**src/rtl/limb_add_seq_pkg.sv**
```systemverilog
// Shared constants and FSM encoding for the base-1000 limb add/sub sequencer.
`timescale 1ns/1ps
package limb_add_seq_pkg;

    localparam int LIMB_W    = 10;
    localparam int RADIX     = 1000;
    localparam int DIGIT_MAX = 999;

    typedef enum logic [1:0] {
        IDLE  = 2'd0,
        FETCH = 2'd1,
        EXEC  = 2'd2,
        FIN   = 2'd3
    } state_e;

    // The subtrahend in 999-complement form; subtraction becomes an add with initial carry 1.
    function automatic logic [LIMB_W-1:0] nineComplement(input logic [LIMB_W-1:0] d);
        return LIMB_W'(DIGIT_MAX) - d;
    endfunction

endpackage

```
**src/rtl/limb_add_seq_add10bitD.sv**
```systemverilog
// Single base-1000 limb adder: q = (a + b + cin) mod 1000, cout = (a + b + cin) >= 1000.
`timescale 1ns/1ps
module limb_add_seq_add10bitD
    import limb_add_seq_pkg::*;
(
    input  logic [LIMB_W-1:0] a_i,
    input  logic [LIMB_W-1:0] b_i,
    input  logic              cin_i,
    output logic [LIMB_W-1:0] q_o,
    output logic              cout_o
);

    logic [11:0] sum;
    logic        wrap;

    // Inputs above 999 still produce some 10-bit value; the caller flags those separately.
    always_comb begin
        sum    = 12'(a_i) + 12'(b_i) + 12'(cin_i);
        wrap   = (sum >= 12'(RADIX));
        cout_o = wrap;
        q_o    = wrap ? LIMB_W'(sum - 12'(RADIX)) : LIMB_W'(sum);
    end

endmodule

```
**src/rtl/limb_add_seq.sv**
```systemverilog
// Walks two N_LIMBS-limb decimal operands through one limb adder, least significant limb first,
// writing each result limb to the result RAM and reporting final carry/borrow and bad digits.
`timescale 1ns/1ps
module limb_add_seq
    import limb_add_seq_pkg::*;
#(
    parameter int N_LIMBS = 100,
    parameter int ADDR_W  = 7
) (
    input  logic              clk,
    input  logic              rst,
    input  logic              start,
    input  logic              op_sub,
    output logic [ADDR_W-1:0] rd_addr,
    input  logic [LIMB_W-1:0] a_rdata,
    input  logic [LIMB_W-1:0] b_rdata,
    output logic [ADDR_W-1:0] q_addr,
    output logic [LIMB_W-1:0] q_wdata,
    output logic              q_we,
    output logic              busy,
    output logic              done,
    output logic              overflow,
    output logic              digit_err
);

    state_e            state_q, state_d;
    logic              opSub_q, opSub_d;
    logic              carry_q, carry_d;
    logic [ADDR_W-1:0] idx_q, idx_d;
    logic [ADDR_W-1:0] rdAddr_q, rdAddr_d;
    logic [ADDR_W-1:0] qAddr_q, qAddr_d;
    logic [LIMB_W-1:0] qWdata_q, qWdata_d;
    logic              qWe_q, qWe_d;
    logic              busy_q, busy_d;
    logic              done_q, done_d;
    logic              overflow_q, overflow_d;
    logic              digitErr_q, digitErr_d;

    logic [LIMB_W-1:0] bOperand;
    logic [LIMB_W-1:0] limbSum;
    logic              limbCarry;
    logic              lastLimb;

    assign bOperand = opSub_q ? nineComplement(b_rdata) : b_rdata;
    assign lastLimb = (idx_q == ADDR_W'(N_LIMBS - 1));

    limb_add_seq_add10bitD add10bitD_u (
        .a_i    (a_rdata),
        .b_i    (bOperand),
        .cin_i  (carry_q),
        .q_o    (limbSum),
        .cout_o (limbCarry)
    );

    always_ff @(posedge clk or negedge rst) begin
        if (!rst) begin
            state_q <= IDLE;
        end else begin
            state_q <= state_d;
        end
    end

    always_comb begin
        state_d = state_q;
        unique case (state_q)
            IDLE:    if (start) state_d = FETCH;
            FETCH:   state_d = EXEC;
            EXEC:    state_d = lastLimb ? FIN : FETCH;
            FIN:     state_d = IDLE;
            default: state_d = IDLE;
        endcase
    end

    // rd_addr is loaded on entry to FETCH so the RAM samples it at the FETCH->EXEC edge.
    always_comb begin
        opSub_d    = opSub_q;
        carry_d    = carry_q;
        idx_d      = idx_q;
        rdAddr_d   = rdAddr_q;
        qAddr_d    = qAddr_q;
        qWdata_d   = qWdata_q;
        qWe_d      = 1'b0;
        busy_d     = busy_q;
        done_d     = 1'b0;
        overflow_d = overflow_q;
        digitErr_d = digitErr_q;
        unique case (state_q)
            IDLE: begin
                if (start) begin
                    opSub_d    = op_sub;
                    carry_d    = op_sub;
                    idx_d      = '0;
                    rdAddr_d   = '0;
                    overflow_d = 1'b0;
                    digitErr_d = 1'b0;
                    busy_d     = 1'b1;
                end
            end
            FETCH: begin
                rdAddr_d = idx_q;
            end
            EXEC: begin
                qAddr_d    = idx_q;
                qWdata_d   = limbSum;
                qWe_d      = 1'b1;
                carry_d    = limbCarry;
                digitErr_d = digitErr_q | (a_rdata > LIMB_W'(DIGIT_MAX))
                                        | (b_rdata > LIMB_W'(DIGIT_MAX));
                if (!lastLimb) begin
                    idx_d    = idx_q + ADDR_W'(1);
                    rdAddr_d = idx_q + ADDR_W'(1);
                end
            end
            FIN: begin
                overflow_d = opSub_q ? ~carry_q : carry_q;
                done_d     = 1'b1;
                busy_d     = 1'b0;
            end
            default: begin
                busy_d = 1'b0;
            end
        endcase
    end

    always_ff @(posedge clk or negedge rst) begin
        if (!rst) begin
            opSub_q    <= 1'b0;
            carry_q    <= 1'b0;
            idx_q      <= '0;
            rdAddr_q   <= '0;
            qAddr_q    <= '0;
            qWdata_q   <= '0;
            qWe_q      <= 1'b0;
            busy_q     <= 1'b0;
            done_q     <= 1'b0;
            overflow_q <= 1'b0;
            digitErr_q <= 1'b0;
        end else begin
            opSub_q    <= opSub_d;
            carry_q    <= carry_d;
            idx_q      <= idx_d;
            rdAddr_q   <= rdAddr_d;
            qAddr_q    <= qAddr_d;
            qWdata_q   <= qWdata_d;
            qWe_q      <= qWe_d;
            busy_q     <= busy_d;
            done_q     <= done_d;
            overflow_q <= overflow_d;
            digitErr_q <= digitErr_d;
        end
    end

    assign rd_addr   = rdAddr_q;
    assign q_addr    = qAddr_q;
    assign q_wdata   = qWdata_q;
    assign q_we      = qWe_q;
    assign busy      = busy_q;
    assign done      = done_q;
    assign overflow  = overflow_q;
    assign digit_err = digitErr_q;

endmodule
```
**config.mk**
```make
export PLATFORM = sky130hd
export DESIGN_NAME = limb_add_seq
export DESIGN_NICKNAME = d
export VERILOG_FILES = /design/src/rtl/limb_add_seq_pkg.sv /design/src/rtl/limb_add_seq_add10bitD.sv /design/src/rtl/limb_add_seq.sv
export SDC_FILE = /design/constraint.sdc
export NUM_CORES = 1
export LEC_CHECK = 0
export BUFFER_PORTS_ARGS = -buffer_cell sky130_fd_sc_hd__buf_4
export CORE_ASPECT_RATIO = 1.75
export CORE_MARGIN = 2
export CORE_UTILIZATION = 45
export CTS_CLUSTER_DIAMETER = 30
export CTS_CLUSTER_SIZE = 25
export DETAILED_ROUTE_END_ITERATION = 7
export PLACE_DENSITY = 0.67
export SKIP_CTS_REPAIR_TIMING = 1
export SLEW_MARGIN = 5
export SYNTH_ARGS = -nofsm -noshare
export SYNTH_HDL_FRONTEND = slang
export SYNTH_SLANG_ARGS = --single-unit
```
**constraint.sdc**
```tcl
create_clock -name clk -period 4.75 [get_ports clk]
set_clock_uncertainty 0.1 [all_clocks]
set_input_delay 0.7125 -clock clk [delete_from_list [all_inputs] [get_ports clk]]
set_output_delay 0.7125 -clock clk [all_outputs]
set_load 0.01 [all_outputs]
```
After elaboration in Yosys (flattened, before gate mapping)
Cells that the tools add are included.
- register bits after elaboration: 40
- bits in latches: 0
- bits in writable memories: 0
- bits in read-only memories: 0
- input port bits: 24
- output and inout bits: 29
- logic and storage cells: 57
- memories: 0
- add/sub/neg operators: 5
- $mul: 0
- divide/modulo/power cells: 0
- order comparisons: 3
- equal/unequal tests: 6
- shift operators: 0
- mux-type cells: 19
- bitwise gates (word level): 3
- reduce and logical (&&, ||, !) cells: 9
- operator list (cell ; count):
    7-bit one-hot mux with 3 select lines ; 1
    10-bit > comparator (second input constant) ; 2
    10-bit 2-to-1 mux ; 2
    7-bit 2-to-1 mux ; 2
    7-bit one-hot mux with 2 select lines ; 1
    11-bit by 1-bit adder with 12-bit output ; 1
    12-bit by 10-bit greater-or-equal comparator with 1-bit output (second input constant) ; 1
    10-bit by 10-bit adder with 11-bit output ; 1
    10-bit subtractor (first input constant) ; 1
    10-bit subtractor (second input constant) ; 1
    1-bit one-hot mux with 2 select lines ; 4
    2-bit one-hot mux with 4 select lines ; 1
    7-bit by 1-bit adder with 7-bit output (second input constant) ; 1
    7-bit equality test (second input constant) ; 1
    1-bit 2-to-1 mux ; 6
    2-bit AND reduction ; 3
    3-bit AND reduction ; 2
    2-bit equality test (second input constant) ; 2
    2-bit 2-to-1 mux ; 2
    2-bit inequality test (second input constant) ; 2
    2-bit nonzero test ; 2
    3-bit nonzero test ; 1
    2-bit by 1-bit equality test with 1-bit output (second input constant) ; 1
    2-bit logical NOT ; 1
    2 further kinds ; 3

Depth between registers and ports, before layout
Gate-level depths: netlist (run 1).
- depth in word-level cells: 6
- depth in mapped cells: 12

By module
A second synthesis (run 1) with hierarchy kept.
- cells, all modules: 285
- area total of the unflattened synthesis: 2807.7 µm²
- by module, submodules not included (module ; instances ; cells each ; area each (µm²) ; seq. area each (µm²)):
    limb_add_seq ; 1 ; 191 ; 2038.2 ; 1001.0
    limb_add_seq_add10bitD ; 1 ; 94 ; 769.5 ; 0.0

Least setup slack after synthesis (run 1)
Ideal clock, no wire load.
- path type: input-to-reg
- from: input port b_rdata[0]
- to: register qWdata_q[3] (netlist: q_wdata[3])
- arrival time: 3216 ps
- required time: 4525 ps
- path slack: 1309 ps
- cell stages on the path: 10
- buffers on the path: 0
- path through: xor2_1 fa_1 fa_1 a211oi_2 o211ai_1 and3_1 nor3_2 a41oi_2 xor2_1 mux2_2
- word-level cells in the longest chain between the ends: 6
- ends and longest elaborated chain (what ; line ; source):
    from (decl) ; limb_add_seq.sv:16 ; input logic [LIMB_W-1:0] b_rdata,
    10-bit subtractor ; limb_add_seq_pkg.sv:18 ; return LIMB_W'(DIGIT_MAX) - d;
    10-bit 2-to-1 mux (*) ; limb_add_seq.sv:44 ; assign bOperand = opSub_q ? nineComplement(b_rdata) : b_rdata;
    10-bit by 10-bit adder with 11-bit output (*) ; limb_add_seq_add10bitD.sv:18 ; sum = 12'(a_i) + 12'(b_i) + 12'(cin_i);
    11-bit by 1-bit adder with 12-bit output (*) ; limb_add_seq_add10bitD.sv:18 ;
    10-bit subtractor / 12-bit by 10-bit greater-or-equal comparator with 1-bit output (equally long branches) ; limb_add_seq_add10bitD.sv:21, limb_add_seq_add10bitD.sv:19 ;
    10-bit 2-to-1 mux (*) ; limb_add_seq_add10bitD.sv:21 ; q_o = wrap ? LIMB_W'(sum - 12'(RADIX)) : LIMB_W'(sum);
    to (signal assigned) ; limb_add_seq.sv:144 ; qWdata_q <= qWdata_d;
    to (decl) ; limb_add_seq.sv:32 ; logic [LIMB_W-1:0] qWdata_q, qWdata_d;
Every way passes the cells marked *; elsewhere a longest branch is shown, timed or not.
A chain may end at the register's enable or synchronous reset.

Final worst setup path (run 1)
- from: register opSub_q
- to: register qWdata_q[3] (netlist: q_wdata[3])
- word-level cells in the longest chain between the ends: 5
- ends and longest elaborated chain (what ; line ; source):
    from (decl) ; limb_add_seq.sv:27 ; logic opSub_q, opSub_d;
    from (signal assigned) ; limb_add_seq.sv:139 ; opSub_q <= opSub_d;
    10-bit 2-to-1 mux (*) ; limb_add_seq.sv:44 ;
    10-bit by 10-bit adder with 11-bit output (*) ; limb_add_seq_add10bitD.sv:18 ;
    11-bit by 1-bit adder with 12-bit output (*) ; limb_add_seq_add10bitD.sv:18 ;
    10-bit subtractor / 12-bit by 10-bit greater-or-equal comparator with 1-bit output (equally long branches) ; limb_add_seq_add10bitD.sv:21, limb_add_seq_add10bitD.sv:19 ;
    10-bit 2-to-1 mux (*) ; limb_add_seq_add10bitD.sv:21 ;
Marks and branches as above.

==> summary.txt, run 1 <==
Cells and area
  • Share of cells above drive strength 1: 24.9%
  • Fin cells: 409
  • Layout Area Growth over Synthesis: 20.4%
  • Fin nets: 375
  • Fin area: 0.00317 mm²
  • Antenna diode count: 0

Synth
  • Mapped Area: 0.00264 mm²
  • Unique masters post-synth: 53
  • Area leader, netlist: dfrtp_1
  • Post-synth top cells: dfrtp_1 (40), nand2_1 (37), o21ai_0 (29)
  • Syn Inst Count: 282
  • Synth async-reset ratio: 100%
  • Syn Nets: 324
  • EDFF count, synth: 0
  • Synth warn: 0
  • FF+latch count, synth: 40
  • Ys flop type: dfrtp_1
  • Share of Yosys cell area claimed by the top area cell type: 38.0%
  • Syn Area/Cell: 9.35 µm²
  • Dominant cells by area after synthesis: dfrtp_1 (38%), ha_1 (7.6%), o21ai_0 (5.5%)
  • Register area share after synthesis: 38.0%
  • Most frequent cell after synthesis: dfrtp_1

Setup path
  • CP max-delay cell: dfrtp_1
  • Critical R2R Launch: opSub_q$_DFFE_PN0P_
  • Reg2Reg Depth: 10
  • Largest stage delay, worst path: 0.56 ns
  • CP endpoint kind: flip-flop
  • CP max FO: 12
  • Critical path cell sequence: xor2_1 -> fa_1 -> fa_1 -> a211oi_2 -> o211ai_1 -> and3_1 -> nor3_2 -> a41oi_2 -> xor2_1 -> mux2_2
  • Worst r2r dst: q_wdata[3]$_DFFE_PN0P_
  • CP bufs+invs: 0
  • Crit Path Class: flip-flop to flip-flop
  • Setup crit start kind: flip-flop
  • Critical Path AT: 3.75 ns
  • Reg2reg setup slack: 1.09 ns
  • CP required: 4.83 ns
  • Crit path launch: opSub_q$_DFFE_PN0P_
  • Crit-path leading delay family: adder cells

GRT
  • Total congestion overflow: 0
  • Met1 Use GR: 20.2%
  • GR Util met2: 36.6%
  • Vias in the first global route: 2221
  • Largest net degree at the start of global routing: 43
  • GRT met3 Usage: 1.84%
  • Initial antenna violation count: 0
  • First-pass GRT wire length: 9.81 mm
  • GR Util All Layers: 19.8%
  • Most used routing layer: met2

Place
  • Area after DPL: 0.00310 mm²
  • Placed cell count: 402
  • Gpl congestion: 0.844
  • Detailed placement HPWL: 4.79 mm
  • Input/output buffers: 52

Routing
  • TritonRoute pass-1 iters: 4
  • Drt total wl: 6.05 mm
  • Vias per cell: 5.58
  • Post-route DRC: 0
  • DR vias: 2282
  • Post-route ant nets: 0
  • Iteration-0 DRC Markers: 77
  • Post-DR wirelength/cell: 14.8 µm

Timing
  • Max-slew violations: 0
  • Final Hold Viols: 0
  • Fin crit share: 77.1%
  • Final setup violation count: 0
  • Tightest Pin Transition: 0.815 ns
  • Peak Freq: 273 MHz
  • Total negative slack: 0 ns
  • Period minus WS final: 3.66 ns
  • RSZ-0062 raised after global routing: no
  • Slew margin rel.: 45.5%

Floorplanning
  • Die ar.: 0.00651 mm²
  • I/O pin cnt: 53
  • Core ar.: 0.00563 mm²
  • Starting density of the core: 46.8%
  • Std cell rows: 36
  • Die Width: 61.9 µm
  • Die height: 105 µm

Job
  • MaxCap Viol Count: 0

Clock tree
  • Worst-path clk slew: 0.08 ns
  • Clock sink total: 40
  • Worst-Skew Late Latency: 0.29 ns
  • H-Tree Depth: 2
  • CTS tree: done
  • Clock Root Buffer: clkbuf_8
  • CTS buffer count: 5
  • CTS max path bufs: 2

Pwr
  • PwrDens: 597 mW/mm²
  • Max VDD drop: 0.385 mV
  • Lkg Pwr: 1.47 nW

Min path
  • Worst hold-check path type: input pin to async pin

Run status
  • Status: completed
[registers in the layout, summed over array words and instances, names as in the netlist]
| signal | flops |
|---|---|
| q_wdata | 10 |
| idx_q | 7 |
| q_addr | 7 |
| rd_addr | 7 |
| state_q | 2 |
| busy | 1 |
| carry_q | 1 |
| digit_err | 1 |
| done | 1 |
| opSub_q | 1 |
| overflow | 1 |
| q_we | 1 |
[area by class of cell]
| cell class | count | area, µm² |
|---|---|---|
| fill | 546 | 2460 |
| multi-input combinational | 224 | 1570 |
| sequential | 40 | 1000 |
| timing repair buffer | 53 | 398 |
| tap | 76 | 95.1 |
| clock buffer | 6 | 72.6 |
| inverter | 9 | 33.8 |
| clock inverter | 1 | 5.00 |
[routing by layer]
| layer | wire, µm | part of all wire (%) | vias to the layer above |
|---|---|---|---|
| met5 | 0 | 0 | - |
| met4 | 235 | 3.9 | 0 |
| met3 | 138 | 2.3 | 17 |
| met2 | 3480 | 58 | 52 |
| met1 | 2190 | 36 | 1097 |
| li1 | - | - | 1116 |
[cells by family after synthesis]
group,share of synthesized area [%]
compound gates,21.8
flops,38.0
fa+ha+maj,9.11
mux,4.70
buf+inv,2.56
xor+xnor,6.26
simple gates,17.6
[worst max-delay path by stage]
stage	endpoint	slack [ns]	cells past startpoint
after detailed placement	q_wdata[3]$_DFFE_PN0P_	0.91	11
after global routing	q_wdata[3]$_DFFE_PN0P_	0.90	10
final	q_wdata[3]$_DFFE_PN0P_	1.09	10
after CTS	q_wdata[3]$_DFFE_PN0P_	1.08	10
after floorplan	q_wdata[3]$_DFFE_PN0P_	1.31	10
after global placement	q_wdata[3]$_DFFE_PN0P_	0.99	11
[metrics by stage]
stage / power [mW] / util (%) / hold WS, ns / worst slack, ns
after global placement: 1.67 / 55.0 / 0.366 / 0.987
final: 1.89 / 56.4 / 0.281 / 1.09
after floorplan: 1.37 / - / 0.317 / 1.31
after CTS: 1.91 / 56.4 / 0.296 / 1.08
after global routing: 2.07 / 56.4 / 0.321 / 0.897
after detailed placement: 1.70 / 55.0 / 0.373 / 0.910
[layout by cell type, fill, tap and decap left out, types with 2 or more instances in the layout]
cell | netlist | routed
and3_1 | 2 | 2
o22a_1 | 3 | 3
xor2_1 | 5 | 5
or3_1 | 4 | 4
nor3_1 | 4 | 4
xnor2_1 | 12 | 12
nand2b_1 | 2 | 2
o21ai_1 | 5 | 5
ha_1 | 16 | 16
a22oi_1 | 2 | 2
a31oi_1 | 7 | 7
o22ai_1 | 3 | 3
inv_1 | 9 | 9
a21oi_1 | 14 | 14
clkbuf_8 | 0 | 5
o211ai_1 | 2 | 2
or2_2 | 2 | 2
mux2_2 | 11 | 11
a21o_1 | 3 | 3
nor2_1 | 20 | 20
fa_1 | 2 | 2
nand3b_4 | 2 | 2
o21ai_0 | 29 | 29
a22o_1 | 3 | 3
nand2_1 | 37 | 37
nand4_1 | 2 | 2
buf_4 | 0 | 53
and2_1 | 2 | 2
nand3_1 | 5 | 5
nor2b_1 | 3 | 3
dfrtp_1 | 40 | 40
[power breakdown]
part	switching, mW	leakage, nW	internal [mW]	total, mW
clock network	0.111	0.0410	0.0998	0.210
logic	0.656	0.916	0.508	1.16
registers	0.0844	0.513	0.434	0.519
total	0.850	1.47	1.04	1.89
Note: power is estimated with default switching activity, not from simulation.
==> run 2: changes to the inputs <==
- clock period: 4.75 -> 3.6 ns (I/O delays scaled with it)
==> summary.txt, run 2 (same netlist as run 1, synthesis figures left out) <==
Cells and area
  • Most frequent cells in the layout: buf_4 (57), dfrtp_1 (40), nand2_1 (37)
  • Fillers: 533
  • Layout Area Growth over Synthesis: 23.4%
  • Commonest non-fill, non-tap cell in the layout: buf_4
  • Antenna diode count: 0
  • Share of cells above drive strength 1: 26.3%
  • Largest register FFs: 10
  • Fin nets: 379
  • Fin area: 0.00325 mm²

Place
  • Gpl congestion: 0.859
  • Input/output buffers: 52
  • Detailed placement HPWL: 4.98 mm
  • Area after DPL: 0.00313 mm²

GRT
  • Total congestion overflow: 0
  • Vias in the first global route: 2249
  • First-pass GRT wire length: 9.96 mm
  • Initial antenna violation count: 0
  • Largest net degree at the start of global routing: 43
  • GR Util All Layers: 20.3%

Routing
  • Post-route ant nets: 0
  • Vias per cell: 5.57
  • Post-route DRC: 0
  • Post-DR wirelength/cell: 15.0 µm
  • Drt total wl: 6.21 mm
  • DR vias: 2308
  • Iteration-0 DRC Markers: 86
  • TritonRoute pass-1 iters: 4

Setup path
  • Critical Path AT: 3.43 ns
  • CP endpoint kind: flip-flop
  • Crit Path Class: flip-flop to flip-flop
  • CP max FO: 4
  • Setup crit start kind: flip-flop
  • CP required: 3.68 ns

Floorplanning
  • Die height: 105 µm
  • Die ar.: 0.00651 mm²
  • Core ar.: 0.00563 mm²
  • I/O pin cnt: 53
  • Die Width: 61.9 µm
  • Std cell rows: 36
  • Starting density of the core: 46.8%

Pwr
  • Combinational Power Share: 60.1%
  • Switching share of power: 42.9%
  • Max VDD drop: 0.372 mV
  • Pint: 1.53 mW
  • P_sw: 1.15 mW
  • Clock network fraction of design power: 15.0%
  • PwrDens: 822 mW/mm²
  • Final Power: 2.67 mW
  • Lkg Pwr: 1.51 nW
  • Share of power burned in registers: 24.9%

Min path
  • Worst hold-check path type: input pin to async pin

Job
  • MaxCap Viol Count: 0

Timing
  • Max-slew violations: 0
  • Period minus WS final: 3.35 ns
  • Slew margin rel.: 47.3%
  • Fin crit share: 92.9%
  • RSZ-0062 raised after global routing: no
  • Total negative slack: 0 ns
  • Final Hold Viols: 0
  • Peak Freq: 299 MHz
  • Worst hold slack: 0.108 ns
  • Tightest Pin Transition: 0.789 ns
  • Final setup violation count: 0

Clock tree
  • Worst-Skew Late Latency: 0.29 ns
  • H-Tree Depth: 2
  • CTS max path bufs: 2
  • Worst-path clk slew: 0.08 ns
  • Clock Root Buffer: clkbuf_8
  • CTS tree: done
  • Clock sink total: 40
  • CTS buffer count: 5

Run status
  • Status: completed
-- run 2: worst paths after layout --
check	slack (ns)	to	startpoint	depth (start not counted)
worst max-delay path	0.25	q_wdata[3]$_DFFE_PN0P_	opSub_q$_DFFE_PN0P_	10
worst min-delay path	0.11	q_wdata[0]$_DFFE_PN0P_	rst	1
worst max register to register	0.25	q_wdata[3]$_DFFE_PN0P_	opSub_q$_DFFE_PN0P_	10
worst min register to register	0.38	rd_addr[5]$_DFFE_PN0P_	rd_addr[5]$_DFFE_PN0P_	2
max in group asynchronous	2.94	q_addr[1]$_DFFE_PN0P_	rst	1
min in group clk	0.38	rd_addr[5]$_DFFE_PN0P_	rd_addr[5]$_DFFE_PN0P_	2
-- run 2: area by class of cell --
| type | count | area (µm²) | share of cell area (%) |
|---|---|---|---|
| well taps | 76 | 95.1 | 2.92 |
| clock inverters | 1 | 30.0 | 0.923 |
| repair buffers | 57 | 428 | 13.2 |
| multi-input cells | 224 | 1570 | 48.2 |
| inverters | 9 | 33.8 | 1.04 |
| flip-flops and latches | 40 | 1000 | 30.8 |
| clock buffers | 7 | 96.3 | 2.96 |
-- run 2: layer usage --
metal  track usage [%]  share of wire, %  vias to the layer above
met4              10.3               3.4                        0
met3              2.58               2.0                       16
met5                 0                 0                        -
met2              38.6                60                       55
li1                  -                 -                     1123
met1              19.2                35                     1114
-- run 2: power by group through the flow --
stage	combinational, mW	sequential (mW)	clock [mW]
final	1.61	0.666	0.400
after global routing	1.78	0.680	0.423
after CTS	1.62	0.667	0.404
after detailed placement	1.61	0.675	0
after global placement	1.58	0.672	0
after floorplan	1.11	0.696	0
-- run 2: worst max-delay path: stages (launching register included) --
cell and delay [ns]:
dfrtp_1 0.41, xor2_1 0.18, fa_1 0.43, fa_1 0.44, a211oi_2 0.33, o211ai_1 0.19, and3_1 0.23, nor3_2 0.30
a41oi_2 0.19, xor2_1 0.17, mux2_2 0.27
-- run 2: stage by stage --
stage,worst slack (ns),std cells,util (%)
final,0.255,414,57.8
after global routing,0.124,414,57.8
after CTS,0.244,414,57.8
after detailed placement,0.0215,406,55.5
after global placement,0.0872,406,55.5
after floorplan,0.236,282,-
==> run 3: changes to the inputs <==
- CTS_BUF_LIST: default -> sky130_fd_sc_hd__clkbuf_8
- PLACE_DENSITY: 0.67 -> default
- PLACE_DENSITY_LB_ADDON: default -> 0.2
- SLEW_MARGIN: 5 -> default
==> summary.txt, run 3 (same netlist as run 1, synthesis figures left out) <==
Run status
  • Status: completed

GRT
  • First-pass GRT wire length: 9.93 mm
  • Initial antenna violation count: 0
  • Total congestion overflow: 0
  • Vias in the first global route: 2189
  • Largest net degree at the start of global routing: 43
  • GR Util All Layers: 20.1%

Routing
  • Post-route DRC: 0
  • Vias per cell: 5.53
  • Post-DR wirelength/cell: 14.6 µm
  • Post-route ant nets: 0
  • Drt total wl: 6.00 mm
  • DR vias: 2269
  • Iteration-0 DRC Markers: 90
  • TritonRoute pass-1 iters: 4

Clock tree
  • CTS buffer count: 5
  • H-Tree Depth: 2
  • Clock sink total: 40
  • Worst-path clk slew: 0.07 ns
  • CTS max path bufs: 2
  • Clock Root Buffer: clkbuf_8
  • Worst-Skew Late Latency: 0.29 ns
  • CTS tree: done

Timing
  • Period minus WS final: 3.36 ns
  • Total negative slack: 0 ns
  • Final setup violation count: 0
  • Peak Freq: 297 MHz
  • RSZ-0062 raised after global routing: no
  • Max-slew violations: 0
  • Slew margin rel.: 42.2%
  • Fin crit share: 93.5%
  • Final Hold Viols: 0
  • Tightest Pin Transition: 0.855 ns

Place
  • Detailed placement HPWL: 4.82 mm
  • Input/output buffers: 52
  • Gpl congestion: 0.820

Setup path
  • Reg2reg setup slack: 0.24 ns
  • Critical R2R Launch: opSub_q$_DFFE_PN0P_
  • Worst r2r dst: q_wdata[9]$_DFFE_PN0P_
  • CP required: 3.71 ns
  • Critical Path AT: 3.48 ns
  • Reg2Reg Depth: 11
  • CP max FO: 4
  • Setup crit start kind: flip-flop
  • Crit Path Class: flip-flop to flip-flop
  • CP endpoint kind: flip-flop

Pwr
  • Share of power burned in registers: 26.4%
  • Max VDD drop: 0.445 mV
  • Lkg Pwr: 1.48 nW
  • P_sw: 1.12 mW
  • Combinational Power Share: 63.1%
  • Switching share of power: 44.5%
  • Pint: 1.40 mW
  • Clock network fraction of design power: 10.5%
  • PwrDens: 790 mW/mm²

Job
  • MaxCap Viol Count: 0

Floorplanning
  • Std cell rows: 36
  • Die ar.: 0.00651 mm²
  • Die Width: 61.9 µm
  • I/O pin cnt: 53
  • Core ar.: 0.00563 mm²
  • Starting density of the core: 46.8%
  • Die height: 105 µm

Cells and area
  • Most frequent cells in the layout: buf_4 (56), dfrtp_1 (40), nand2_1 (37)
  • Fin nets: 378
  • Largest register FFs: 10
  • Share of cells above drive strength 1: 25.4%
  • Antenna diode count: 0
  • Layout Area Growth over Synthesis: 20.9%
  • Final Core Density: 56.6%
  • Fillers: 542
  • Commonest non-fill, non-tap cell in the layout: buf_4

Min path
  • Worst hold-check path type: input pin to async pin
run 3: cell types whose count changed in the layout (fill, tap and decap cells not counted):
cell       previous run  this run
clkbuf_8              7         5
buf_4                57        56
bufinv_16             1         0
run 3: how the worst max path moves through the flow:
stage / startpoint / endpoint
final: opSub_q$_DFFE_PN0P_ / q_wdata[9]$_DFFE_PN0P_
after floorplan: opSub_q$_DFFE_PN0P_ / q_wdata[3]$_DFFE_PN0P_
after global routing: opSub_q$_DFFE_PN0P_ / q_wdata[5]$_DFFE_PN0P_
after detailed placement: b_rdata[0] / q_wdata[3]$_DFFE_PN0P_
after CTS: opSub_q$_DFFE_PN0P_ / q_wdata[9]$_DFFE_PN0P_
after global placement: b_rdata[0] / q_wdata[3]$_DFFE_PN0P_
run 3: metal layers:
layer | track usage [%] | vias to the layer above | part of all wire (%)
li1 | - | 1124 | -
met1 | 20.5 | 1085 | 35
met2 | 37.7 | 49 | 59
met3 | 2.45 | 11 | 2.9
met4 | 8.97 | 0 | 2.8
met5 | 0 | - | 0
run 3: cell type report:
type | instances | area, µm² | share of cell area [%]
inverter | 9 | 33.8 | 1.06
clock buffer | 5 | 68.8 | 2.16
timing repair buffer | 56 | 420 | 13.2
sequential | 40 | 1000 | 31.4
tap | 76 | 95.1 | 2.98
multi-input combinational | 224 | 1570 | 49.2
run 3: through the flow:
step           setup slack [ns]  power (mW)  hold WS, ns  instance area (µm²)  std cells
6_report                  0.236        2.52        0.114                 3190        410
5_1_grt                  0.0627        2.74        0.150                 3190        410
4_1_cts                   0.225        2.54        0.124                 3190        410
3_5_place_dp             0.0313        2.27        0.371                 3120        405
3_3_place_gp             0.0656        2.25        0.364                 3120        405
2_1_floorplan             0.236        1.81        0.144                 2640        282
run 3: power groups by stage:
stage / logic, mW / registers (mW) / clock network [mW]
after detailed placement: 1.59 / 0.674 / 0
after global routing: 1.78 / 0.677 / 0.288
after floorplan: 1.11 / 0.696 / 0
after global placement: 1.57 / 0.671 / 0
final: 1.59 / 0.665 / 0.264
after CTS: 1.60 / 0.667 / 0.274
run 3: worst max-delay path, stage by stage, from the launching register on:
cell and delay (ns):
dfrtp_1 0.41, xor2_1 0.18, fa_1 0.42, fa_1 0.44, a211oi_2 0.36, nor2_1 0.11, xnor2_1 0.18, ha_1 0.24
nand3b_4 0.17, nand3b_4 0.16, or3_1 0.35, a31oi_1 0.17
